## config.mk

```make
export PLATFORM = sky130hd
export DESIGN_NAME = instruction_fetch_queue_flat
export DESIGN_NICKNAME = d
export VERILOG_FILES = /design/src/rtl/instruction_fetch_queue_if.sv /design/src/rtl/instruction_fetch_queue.sv /design/src/flat_wrapper.sv
export SDC_FILE = /design/constraint.sdc
export NUM_CORES = 1
export LEC_CHECK = 0
export ABC_AREA = 1
export CORE_MARGIN = 1
export CORE_UTILIZATION = 57
export DETAILED_ROUTE_END_ITERATION = 8
export PLACE_DENSITY = 0.79
export SETUP_SLACK_MARGIN = 0.3
export SLEW_MARGIN = 15
export SYNTH_ARGS = -nofsm -noshare
export SYNTH_HDL_FRONTEND = slang
export SYNTH_SLANG_ARGS = --single-unit
export TNS_END_PERCENT = 20
```

## constraint.sdc

```tcl
create_clock -name clk -period 3 [get_ports clk]
set_input_delay 0.3 -clock clk [delete_from_list [all_inputs] [get_ports clk]]
set_output_delay 0.3 -clock clk [all_outputs]
set_load 0.05 [all_outputs]
```

## src/rtl/instruction_fetch_queue_if.sv

```systemverilog
// rtl/instruction_fetch_queue_if.sv - source-side and decode-side handshakes of the fetch queue
// master is the environment (instruction source plus decode); slave is the queue itself.
interface instruction_fetch_queue_if #(
  parameter int OPCODE_W  = 3,
  parameter int OPERAND_W = 3,
  parameter int PC_W      = 8
);
  logic                 in_valid;
  logic                 in_ready;
  logic [OPCODE_W-1:0]  opcode;
  logic [OPERAND_W-1:0] operand;
  logic                 out_valid;
  logic                 out_ready;
  logic [OPCODE_W-1:0]  opcode_if_reg;
  logic [OPERAND_W-1:0] operand_if_reg;
  logic [PC_W-1:0]      pc_if_reg;

  modport master (
    output in_valid, opcode, operand, out_ready,
    input  in_ready, out_valid, opcode_if_reg, operand_if_reg, pc_if_reg
  );

  modport slave (
    input  in_valid, opcode, operand, out_ready,
    output in_ready, out_valid, opcode_if_reg, operand_if_reg, pc_if_reg
  );
endinterface

```

## src/rtl/instruction_fetch_queue.sv

```systemverilog
// rtl/instruction_fetch_queue.sv - PC-tagging instruction FIFO with a registered IF output stage
// Words bypass the FIFO straight into the output register when the FIFO is empty.
module instruction_fetch_queue #(
  parameter int OPCODE_W  = 3,
  parameter int OPERAND_W = 3,
  parameter int PC_W      = 8,
  parameter int DEPTH     = 4
) (
  input  logic                          clk,
  input  logic                          rst,
  input  logic                          init_regs,
  input  logic                          halt_if,
  input  logic                          flush,
  input  logic [PC_W-1:0]               flush_pc,
  output logic [$clog2(DEPTH+2)-1:0]    occupancy,
  instruction_fetch_queue_if.slave      bus
);
  localparam int PTR_W = $clog2(DEPTH);
  localparam int CNT_W = $clog2(DEPTH + 1);
  localparam int OCC_W = $clog2(DEPTH + 2);
  localparam int W     = OPCODE_W + OPERAND_W + PC_W;

  logic [W-1:0]         mem [DEPTH];
  logic [PTR_W-1:0]     rd_ptr, wr_ptr;
  logic [CNT_W-1:0]     count, count_nxt;
  logic [PC_W-1:0]      fetch_pc;
  logic                 out_valid_q;
  logic [OPCODE_W-1:0]  opcode_q;
  logic [OPERAND_W-1:0] operand_q;
  logic [PC_W-1:0]      pc_q;
  logic                 full, empty, push, load, pop, bypass, fifo_wr, valid_nxt;
  logic [W-1:0]         in_word, head;

  assign full      = (count == CNT_W'(DEPTH));
  assign empty     = (count == '0);
  assign bus.in_ready = !full && !halt_if && !init_regs && !flush && !rst;
  assign push      = bus.in_valid && bus.in_ready;
  assign load      = !init_regs && (!out_valid_q || bus.out_ready);
  assign pop       = load && !empty;
  assign bypass    = load && empty && push;
  assign fifo_wr   = push && !bypass;
  assign valid_nxt = load ? (pop || bypass) : out_valid_q;
  assign count_nxt = count + CNT_W'(fifo_wr) - CNT_W'(pop);
  assign in_word   = {bus.opcode, bus.operand, fetch_pc};
  assign head      = mem[rd_ptr];

  // fifo_wr already implies !rst, !flush and !init_regs through in_ready
  always_ff @(posedge clk) begin
    if (fifo_wr) mem[wr_ptr] <= in_word;
  end

  always_ff @(posedge clk) begin
    if (rst || flush) begin
      rd_ptr      <= '0;
      wr_ptr      <= '0;
      count       <= '0;
      out_valid_q <= 1'b0;
      opcode_q    <= '0;
      operand_q   <= '0;
      pc_q        <= '0;
      occupancy   <= '0;
      fetch_pc    <= rst ? '0 : flush_pc;
    end else if (!init_regs) begin
      if (push)    fetch_pc <= fetch_pc + PC_W'(1);
      if (fifo_wr) wr_ptr   <= wr_ptr + PTR_W'(1);
      if (pop)     rd_ptr   <= rd_ptr + PTR_W'(1);
      count       <= count_nxt;
      out_valid_q <= valid_nxt;
      occupancy   <= OCC_W'(count_nxt) + OCC_W'(valid_nxt);
      if (pop)         {opcode_q, operand_q, pc_q} <= head;
      else if (bypass) {opcode_q, operand_q, pc_q} <= in_word;
    end
  end

  assign bus.out_valid      = out_valid_q;
  assign bus.opcode_if_reg  = opcode_q;
  assign bus.operand_if_reg = operand_q;
  assign bus.pc_if_reg      = pc_q;
endmodule

```

## src/flat_wrapper.sv

```systemverilog
// flat-port wrapper written by rule: the top's interface ports become plain ports
module instruction_fetch_queue_flat 
#(
  parameter int OPCODE_W  = 3,
  parameter int OPERAND_W = 3,
  parameter int PC_W      = 8,
  parameter int DEPTH     = 4
)
  (clk, rst, init_regs, halt_if, flush, flush_pc, occupancy, bus_in_valid, bus_opcode, bus_operand, bus_out_ready, bus_in_ready, bus_out_valid, bus_opcode_if_reg, bus_operand_if_reg, bus_pc_if_reg);
  instruction_fetch_queue_if #(.OPCODE_W(OPCODE_W), .OPERAND_W(OPERAND_W), .PC_W(PC_W)) bus_i ();
  input  logic clk;
  input  logic rst;
  input  logic init_regs;
  input  logic halt_if;
  input  logic flush;
  input  logic [PC_W-1:0] flush_pc;
  output logic [$clog2(DEPTH+2)-1:0] occupancy;
  input wire logic [$bits(bus_i.in_valid)-1:0] bus_in_valid;
  input wire logic [$bits(bus_i.opcode)-1:0] bus_opcode;
  input wire logic [$bits(bus_i.operand)-1:0] bus_operand;
  input wire logic [$bits(bus_i.out_ready)-1:0] bus_out_ready;
  output wire logic [$bits(bus_i.in_ready)-1:0] bus_in_ready;
  output wire logic [$bits(bus_i.out_valid)-1:0] bus_out_valid;
  output wire logic [$bits(bus_i.opcode_if_reg)-1:0] bus_opcode_if_reg;
  output wire logic [$bits(bus_i.operand_if_reg)-1:0] bus_operand_if_reg;
  output wire logic [$bits(bus_i.pc_if_reg)-1:0] bus_pc_if_reg;
  assign bus_i.in_valid = bus_in_valid;
  assign bus_i.opcode = bus_opcode;
  assign bus_i.operand = bus_operand;
  assign bus_i.out_ready = bus_out_ready;
  assign bus_in_ready = bus_i.in_ready;
  assign bus_out_valid = bus_i.out_valid;
  assign bus_opcode_if_reg = bus_i.opcode_if_reg;
  assign bus_operand_if_reg = bus_i.operand_if_reg;
  assign bus_pc_if_reg = bus_i.pc_if_reg;
  instruction_fetch_queue #(.OPCODE_W(OPCODE_W), .OPERAND_W(OPERAND_W), .PC_W(PC_W), .DEPTH(DEPTH)) u_core (.clk(clk), .rst(rst), .init_regs(init_regs), .halt_if(halt_if), .flush(flush), .flush_pc(flush_pc), .occupancy(occupancy), .bus(bus_i));
endmodule
```

=== Yosys cells after proc, flatten, opt, wreduce, memory -nomap -nowiden ===
Memory sizes are Yosys's and may differ from the RTL's. A register that Yosys moved wholly into a read port is not among the register bits.
Index checks and enable logic that the tools add are counted.
Widths: inputs -> output; s select.

* Logic and storage cells: 62
* Register bits: 33
* Memories kept: 1
* Bits of input ports: 21
* Bits in writable memories: 56
* Latch bits: 0
* Memory bits (read-only): 0
* Output and inout bits: 19

{| class="wikitable"
|+ Memories
! memory !! words !! width !! read ports !! clocked after Yosys merged registers in !! write ports !! RTL line !! RTL
|-
| u_core.mem || 4 || 14 || 1 || 1 || 1 || instruction_fetch_queue.sv:23 || <nowiki>logic [W-1:0] mem [DEPTH];</nowiki>
|}

* Muxes and demuxes: 15
* Equality and inequality tests: 2
* Magnitude comparators: 0
* Shift operators: 0
* Reductions and logical operators: 28
* Multipliers: 0
* Bitwise logic cells: 1
* Add/sub/neg operators: 6
* Div/mod/pow operators: 0

{| class="wikitable"
|+ Operator list
! cell !! number
|-
| $mux 8 || 6
|-
| $mux 3 || 4
|-
| $logic_and 1x1->1 || 10
|-
| $add 8x1->8 const B || 1
|-
| $logic_not 1->1 || 8
|-
| $reduce_and 2->1 || 4
|-
| $add 3x1->3 || 2
|-
| $add 2x1->2 const B || 2
|-
| $mux 2 || 2
|-
| $reduce_bool 2->1 || 2
|-
| $eq 3x3->1 const B || 1
|-
| $logic_not 3->1 || 1
|-
| $logic_or 1x1->1 || 3
|-
| $mux 1 || 3
|-
| $sub 3x1->3 || 1
|-
| $ne 2x1->1 const B || 1
|-
| $not 1->1 || 1
|}

=== Longest topological paths before layout ===
* Depth in word-level cells: 13
* Mapped depth: 16
* Gate-level depth less buffers: 15

=== Worst setup path before layout ===
No wires, ideal clock.

* Kind: flip-flop to flip-flop
* Start point: reg u_core.out_valid_q (netlist: u_core.bus.out_valid)
* End point: reg u_core.occupancy[2]
* Cell stages (with the launch flop): 14
* Clock period less this slack: 2.565 ns
* Arrival time: 2.456 ns
* Data required time: 2.891 ns
* Buffers on the path: 1
* Slack: 0.435 ns
* Setup time: 0.109 ns
* Cells stage by stage: dfxtp_1 -> nand2_1 -> nand2_2 -> nor2_4 -> buf_4 -> ha_1 -> inv_1 -> ha_1 -> fa_1 -> ha_1 -> nand3_1 -> nand3_1 -> nand2_1 -> inv_1

* Longest elaborated chain between the ends: 10
* Elaborated cells on any way between the ends: 13
* Those cells by class: add/sub (3); mux (1); reduce/logical (9)

{| class="wikitable"
|+ RTL lines
! element !! RTL line !! RTL
|-
| from (decl) || instruction_fetch_queue.sv:27 || <nowiki>logic out_valid_q;</nowiki>
|-
| from (signal assigned) || instruction_fetch_queue.sv:68 || <nowiki>out_valid_q <= valid_nxt;</nowiki>
|-
| $logic_not 1->1 (*) || instruction_fetch_queue.sv:38 || <nowiki>assign load = !init_regs && (!out_valid_q || bus.out_ready);</nowiki>
|-
| $logic_or 1x1->1 (*) || instruction_fetch_queue.sv:38 ||
|-
| $logic_and 1x1->1 (*) || instruction_fetch_queue.sv:38 ||
|-
| $logic_and 1x1->1 (2 in a row) || instruction_fetch_queue.sv:40 || <nowiki>assign bypass = load && empty && push;</nowiki>
|-
| $logic_not 1->1 || instruction_fetch_queue.sv:41 || <nowiki>assign fifo_wr = push && !bypass;</nowiki>
|-
| $logic_and 1x1->1 || instruction_fetch_queue.sv:41 ||
|-
| $add 3x1->3 || instruction_fetch_queue.sv:43 || <nowiki>assign count_nxt = count + CNT_W'(fifo_wr) - CNT_W'(pop);</nowiki>
|-
| $sub 3x1->3 (*) || instruction_fetch_queue.sv:43 ||
|-
| via u_core.count_nxt[1] || instruction_fetch_queue.sv:25 || <nowiki>logic [CNT_W-1:0] count, count_nxt;</nowiki>
|-
| $add 3x1->3 (*) || instruction_fetch_queue.sv:69 || <nowiki>occupancy <= OCC_W'(count_nxt) + OCC_W'(valid_nxt);</nowiki>
|-
| to (signal assigned) || instruction_fetch_queue.sv:69 ||
|-
| to (decl) || instruction_fetch_queue.sv:15 || <nowiki>output logic [$clog2(DEPTH+2)-1:0] occupancy,</nowiki>
|}

The timed path passes the listed nets; every way through them passes the cells marked *.
A chain may end at the register's enable or synchronous reset.

=== Final worst setup path ===
* Start point: in init_regs
* End point: reg u_core.occupancy[2]

* Longest elaborated chain between the ends: 11
* Elaborated cells on any way between the ends: 16
* Those cells by class: add/sub (3); mux (1); reduce/logical (12)

{| class="wikitable"
|+ RTL lines
! element !! RTL line !! RTL
|-
| from (decl) || flat_wrapper.sv:13 || <nowiki>input logic init_regs;</nowiki>
|-
| $logic_not 1->1 (*) || instruction_fetch_queue.sv:36, instruction_fetch_queue.sv:38 ||
|-
| $logic_and 1x1->1 (3 in a row) || instruction_fetch_queue.sv:36 || <nowiki>assign bus.in_ready = !full && !halt_if && !init_regs && !flush && !rst;</nowiki>
|-
| $logic_and 1x1->1 || instruction_fetch_queue.sv:37 || <nowiki>assign push = bus.in_valid && bus.in_ready;</nowiki>
|-
| $logic_and 1x1->1 || instruction_fetch_queue.sv:40 ||
|-
| $logic_not 1->1 || instruction_fetch_queue.sv:41 ||
|-
| $logic_and 1x1->1 || instruction_fetch_queue.sv:41 ||
|-
| $add 3x1->3 || instruction_fetch_queue.sv:43 ||
|-
| $sub 3x1->3 (*) || instruction_fetch_queue.sv:43 ||
|-
| via u_core.count_nxt[1] || instruction_fetch_queue.sv:25 ||
|-
| $add 3x1->3 (*) || instruction_fetch_queue.sv:69 ||
|}

Marked as above.

==> parameters.txt <==
Parameter                              Value

Run status
  Status    finished, final reports clean

Power and ir drop
  Switching power summed over all nets    approximately 620 uW
  Combinational share of power    ~11%
  Sequential share of power    between 50% and 60%
  Net Sw Frac    ~26%
  Power per cell area    between 400 and 500 nW/um^2
  Fraction of power consumed by the clock network    between 30 and 40%
  Standby leakage power    ~2.3 nW
  Internal Pwr Total    between 1.5 and 2 mW
  Peak ir drop on the vdd network    ~0.33 mV

Synth
  Leading cell types by count after synthesis    161 x sky130_fd_sc_hd__nand2_1, 94 x sky130_fd_sc_hd__inv_1, 64 x sky130_fd_sc_hd__edfxtp_1
  Yosys warning total    0
  Syn Inst Count    about 510
  Asr flop ratio synth    0%
  Most instantiated library cell after synthesis    sky130_fd_sc_hd__nand2_1
  Share of the yosys chip area belonging to registers    a little under three fifths
  Largest area contributor in the synthesized netlist    sky130_fd_sc_hd__edfxtp_1
  Count of flip-flops with a built-in enable after synthesis    between 60 and 70
  Total nets after synthesis    roughly 540
  Prevailing post-synth register cell    sky130_fd_sc_hd__edfxtp_1
  Post-synth design cell area    ~4400 sq um
  Area share of the largest cell type after synthesis    a little over two fifths
  Post-synthesis sequential element count    91
  Number of distinct library cell variants in the gate-level netlist after synthesis    23
  Cell types with the largest area share after synthesis    sky130_fd_sc_hd__edfxtp_1 44%, sky130_fd_sc_hd__nand2_1 14%, sky130_fd_sc_hd__dfxtp_1 12%
  Avg Synthesized Cell Area    between 8 and 9 sq um

Global route
  Number of global-route vias before repair    approximately 3200
  Global route total overflow    0
  Initial antenna violation count    0
  Pin count of the biggest net entering global routing    between 40 and 50
  First-pass GRT wire length    14840 um
  Global Route Usage Sum    23.45%

STA
  Headroom to the max-slew limit    65.90%
  Setup TNS after final layout    0 ns
  Tmin final    approximately 2.5 ns
  FMAX    just over 400 MHz
  Unrepaired setup endpoints after global routing    false
  Hold Slack    0.4658 ns
  Transition time of the tightest slew-check pin    between 0.5 and 0.6 ns
  Count of endpoints failing setup in the final report    0
  Layout Skew    approximately 0.0099 ns
  Final count of hold timing violations    0
  Crit share post-route    81.87%
  Number of pins exceeding their max-slew limit in the final report    0

Die
  IO Count    40
  Floorplan core area    about 7400 sq um
  Die Span X    89.89 um
  Number of placement rows    31
  Starting Density    about 60%
  Die H    approximately 90 um
  DIE AREA    roughly 8100 sq um

Critical path
  Worst setup path class    input pin to flip-flop
  Startpoint Class    input pin
  Data arrival at the endpoint of the critical path    between 2 and 3 ns
  Combined buffer and inverter count along the critical path    4
  Crit. End Element    flip-flop
  Most prevalent standard cell on the critical path    sky130_fd_sc_hd__ha_1
  Cell with the biggest individual delay on the critical path    sky130_fd_sc_hd__clkdlybuf4s50_1
  Required time at the worst-slack endpoint    between 3 and 4 ns
  Critical Path Fanout Max    8
  Crit path cell chain    clkdlybuf4s50_1 > inv_2 > nand2_2 > nor2_4 > ha_1 > inv_1 > ha_1 > fa_1 > ha_1 > nand3_1 > nand3_1 > nand2_1 > inv_1
  Top Family by Delay on Critical Path    adder cells
  Largest incremental delay on the critical path    approximately 0.66 ns

Route
  Post-detailed-route count of antenna-violating nets    0
  Post-detailed-route DRC marker count    0
  Average wire length per cell after detail routing    between 10 and 15 um
  Initial drt markers    249
  TritonRoute pass-1 iters    4
  Routed wire length    8831 um
  Routed vias    roughly 3300
  Drt via density    about 4.9

Clocking
  CTS hold repair buffers    0
  H-tree lvl count    3
  Clock latency at the later pin of the worst-skew pair    0.36 ns
  CTS sink count    91
  Clk pin slew, worst setup/hold paths    about 0.09 ns
  Library cell used as clock root buffer    sky130_fd_sc_hd__clkbuf_8
  Count of buffers added by post-CTS timing repair for setup    0
  Gates resized, CTS repair    0
  Number of buffers created by CTS    9
  Clock tree from TritonCTS    yes
  Largest buffer count on any clock path    2

Worst hold path
  Worst Hold Class    flip-flop to flip-flop

Final layout
  Post-layout nets    586
  Ratio of cells with drive above 1 in the final layout    just under 9%
  Max reg flops    between 50 and 60
  Area overhead of the layout relative to synthesis    14.98%
  Diodes inserted    0

Place
  Dpl hpwl    around 5700 um
  Buffers on Ports    39
  Last weighted congestion value of the routability-driven placer    0.8061

Run
  Number of maximum-capacitance constraint violations    0
[per-stage QoR]
step	utilization (%)	worst slack, ns	cell area [sq um]	total power [mW]	cells
2_1_floorplan	-	0.4352	4403	1.594	512
5_1_grt	68.69	0.3612	5062	2.480	659
6_report	68.69	0.5440	5062	2.389	659
4_1_cts	68.69	0.5444	5062	2.394	659
3_3_place_gp	66.40	0.2465	4893	1.681	643
3_5_place_dp	66.40	0.1734	4893	1.691	643
[power groups by stage]
stage | clock network, mW | logic, mW | registers [mW]
global route | 0.784 | 0.288 | 1.41
global placement | 0 | 0.252 | 1.43
detailed placement | 0 | 0.259 | 1.43
finish | 0.727 | 0.259 | 1.40
CTS | 0.731 | 0.261 | 1.40
floorplan | 0 | 0.143 | 1.45
[cell families (layout without fill, tap and decap cells)]
kind of cell | Yosys count | count (layout) | share of synthesized area (%)
AOI/OAI and AO/OA | 40 | 40 | 4.661
xor gates and xnor gates | 1 | 1 | 0.1990
adders and majority gates | 10 | 10 | 3.012
buffers and inverters | 117 | 165 | 10.86
DFF | 91 | 91 | 55.92
and+or+nand+nor | 253 | 253 | 25.35
[metal layers]
| metal | track usage (%) | vias to the layer above | part of all wire, % |
|---|---|---|---|
| met5 | 0 | - | 0 |
| met4 | 10.89 | 0 | 2.9 |
| met3 | 3.807 | 16 | 5.0 |
| met2 | 40.64 | 88 | 50 |
| met1 | 28.76 | 1475 | 42 |
| li1 | - | 1682 | - |
[layout by cell type, fill, tap and decap left out, types with 3 or more instances in the layout]
cell type | netlist | final
sky130_fd_sc_hd__buf_4 | 1 | 11
sky130_fd_sc_hd__o21ai_0 | 12 | 12
sky130_fd_sc_hd__dfxtp_1 | 27 | 27
sky130_fd_sc_hd__clkdlybuf4s50_1 | 0 | 39
sky130_fd_sc_hd__nor2_1 | 31 | 31
sky130_fd_sc_hd__nand3_1 | 40 | 40
sky130_fd_sc_hd__nand2_1 | 161 | 161
sky130_fd_sc_hd__inv_1 | 94 | 94
sky130_fd_sc_hd__a21oi_1 | 24 | 24
sky130_fd_sc_hd__clkbuf_8 | 0 | 9
sky130_fd_sc_hd__nand2_2 | 3 | 3
sky130_fd_sc_hd__edfxtp_1 | 64 | 64
sky130_fd_sc_hd__nor2_4 | 5 | 5
sky130_fd_sc_hd__inv_2 | 5 | 5
sky130_fd_sc_hd__nand3_2 | 11 | 11
sky130_fd_sc_hd__ha_1 | 9 | 9
[final timing paths]
check                                    startpoint                   to  slack, ns  cells past startpoint
worst max-delay path                      init_regs  u_core.occupancy[2]       0.54                     13
worst min register to register  u_core.occupancy[0]  u_core.occupancy[0]       0.47                      2
worst max register to register      u_core.count[1]  u_core.occupancy[2]       0.73                     13
worst min-delay path            u_core.occupancy[0]  u_core.occupancy[0]       0.47                      2
[tightest hold or removal path: stages, from the launching register on]
cell	delay, ns
sky130_fd_sc_hd__dfxtp_1	0.32
sky130_fd_sc_hd__nand2_1	0.05
sky130_fd_sc_hd__a21oi_1	0.05
[final cells by class]
class                   count  area (sq um)
inverters                  99         371.6
well taps                  99         123.9
multi-input cells         304          1463
flip-flops and latches     91          2462
clock inverters             7         45.04
clock buffers               9         123.9
repair buffers             50         473.0
fillers                   582          2307
Power figures use the tool's default switching activity.
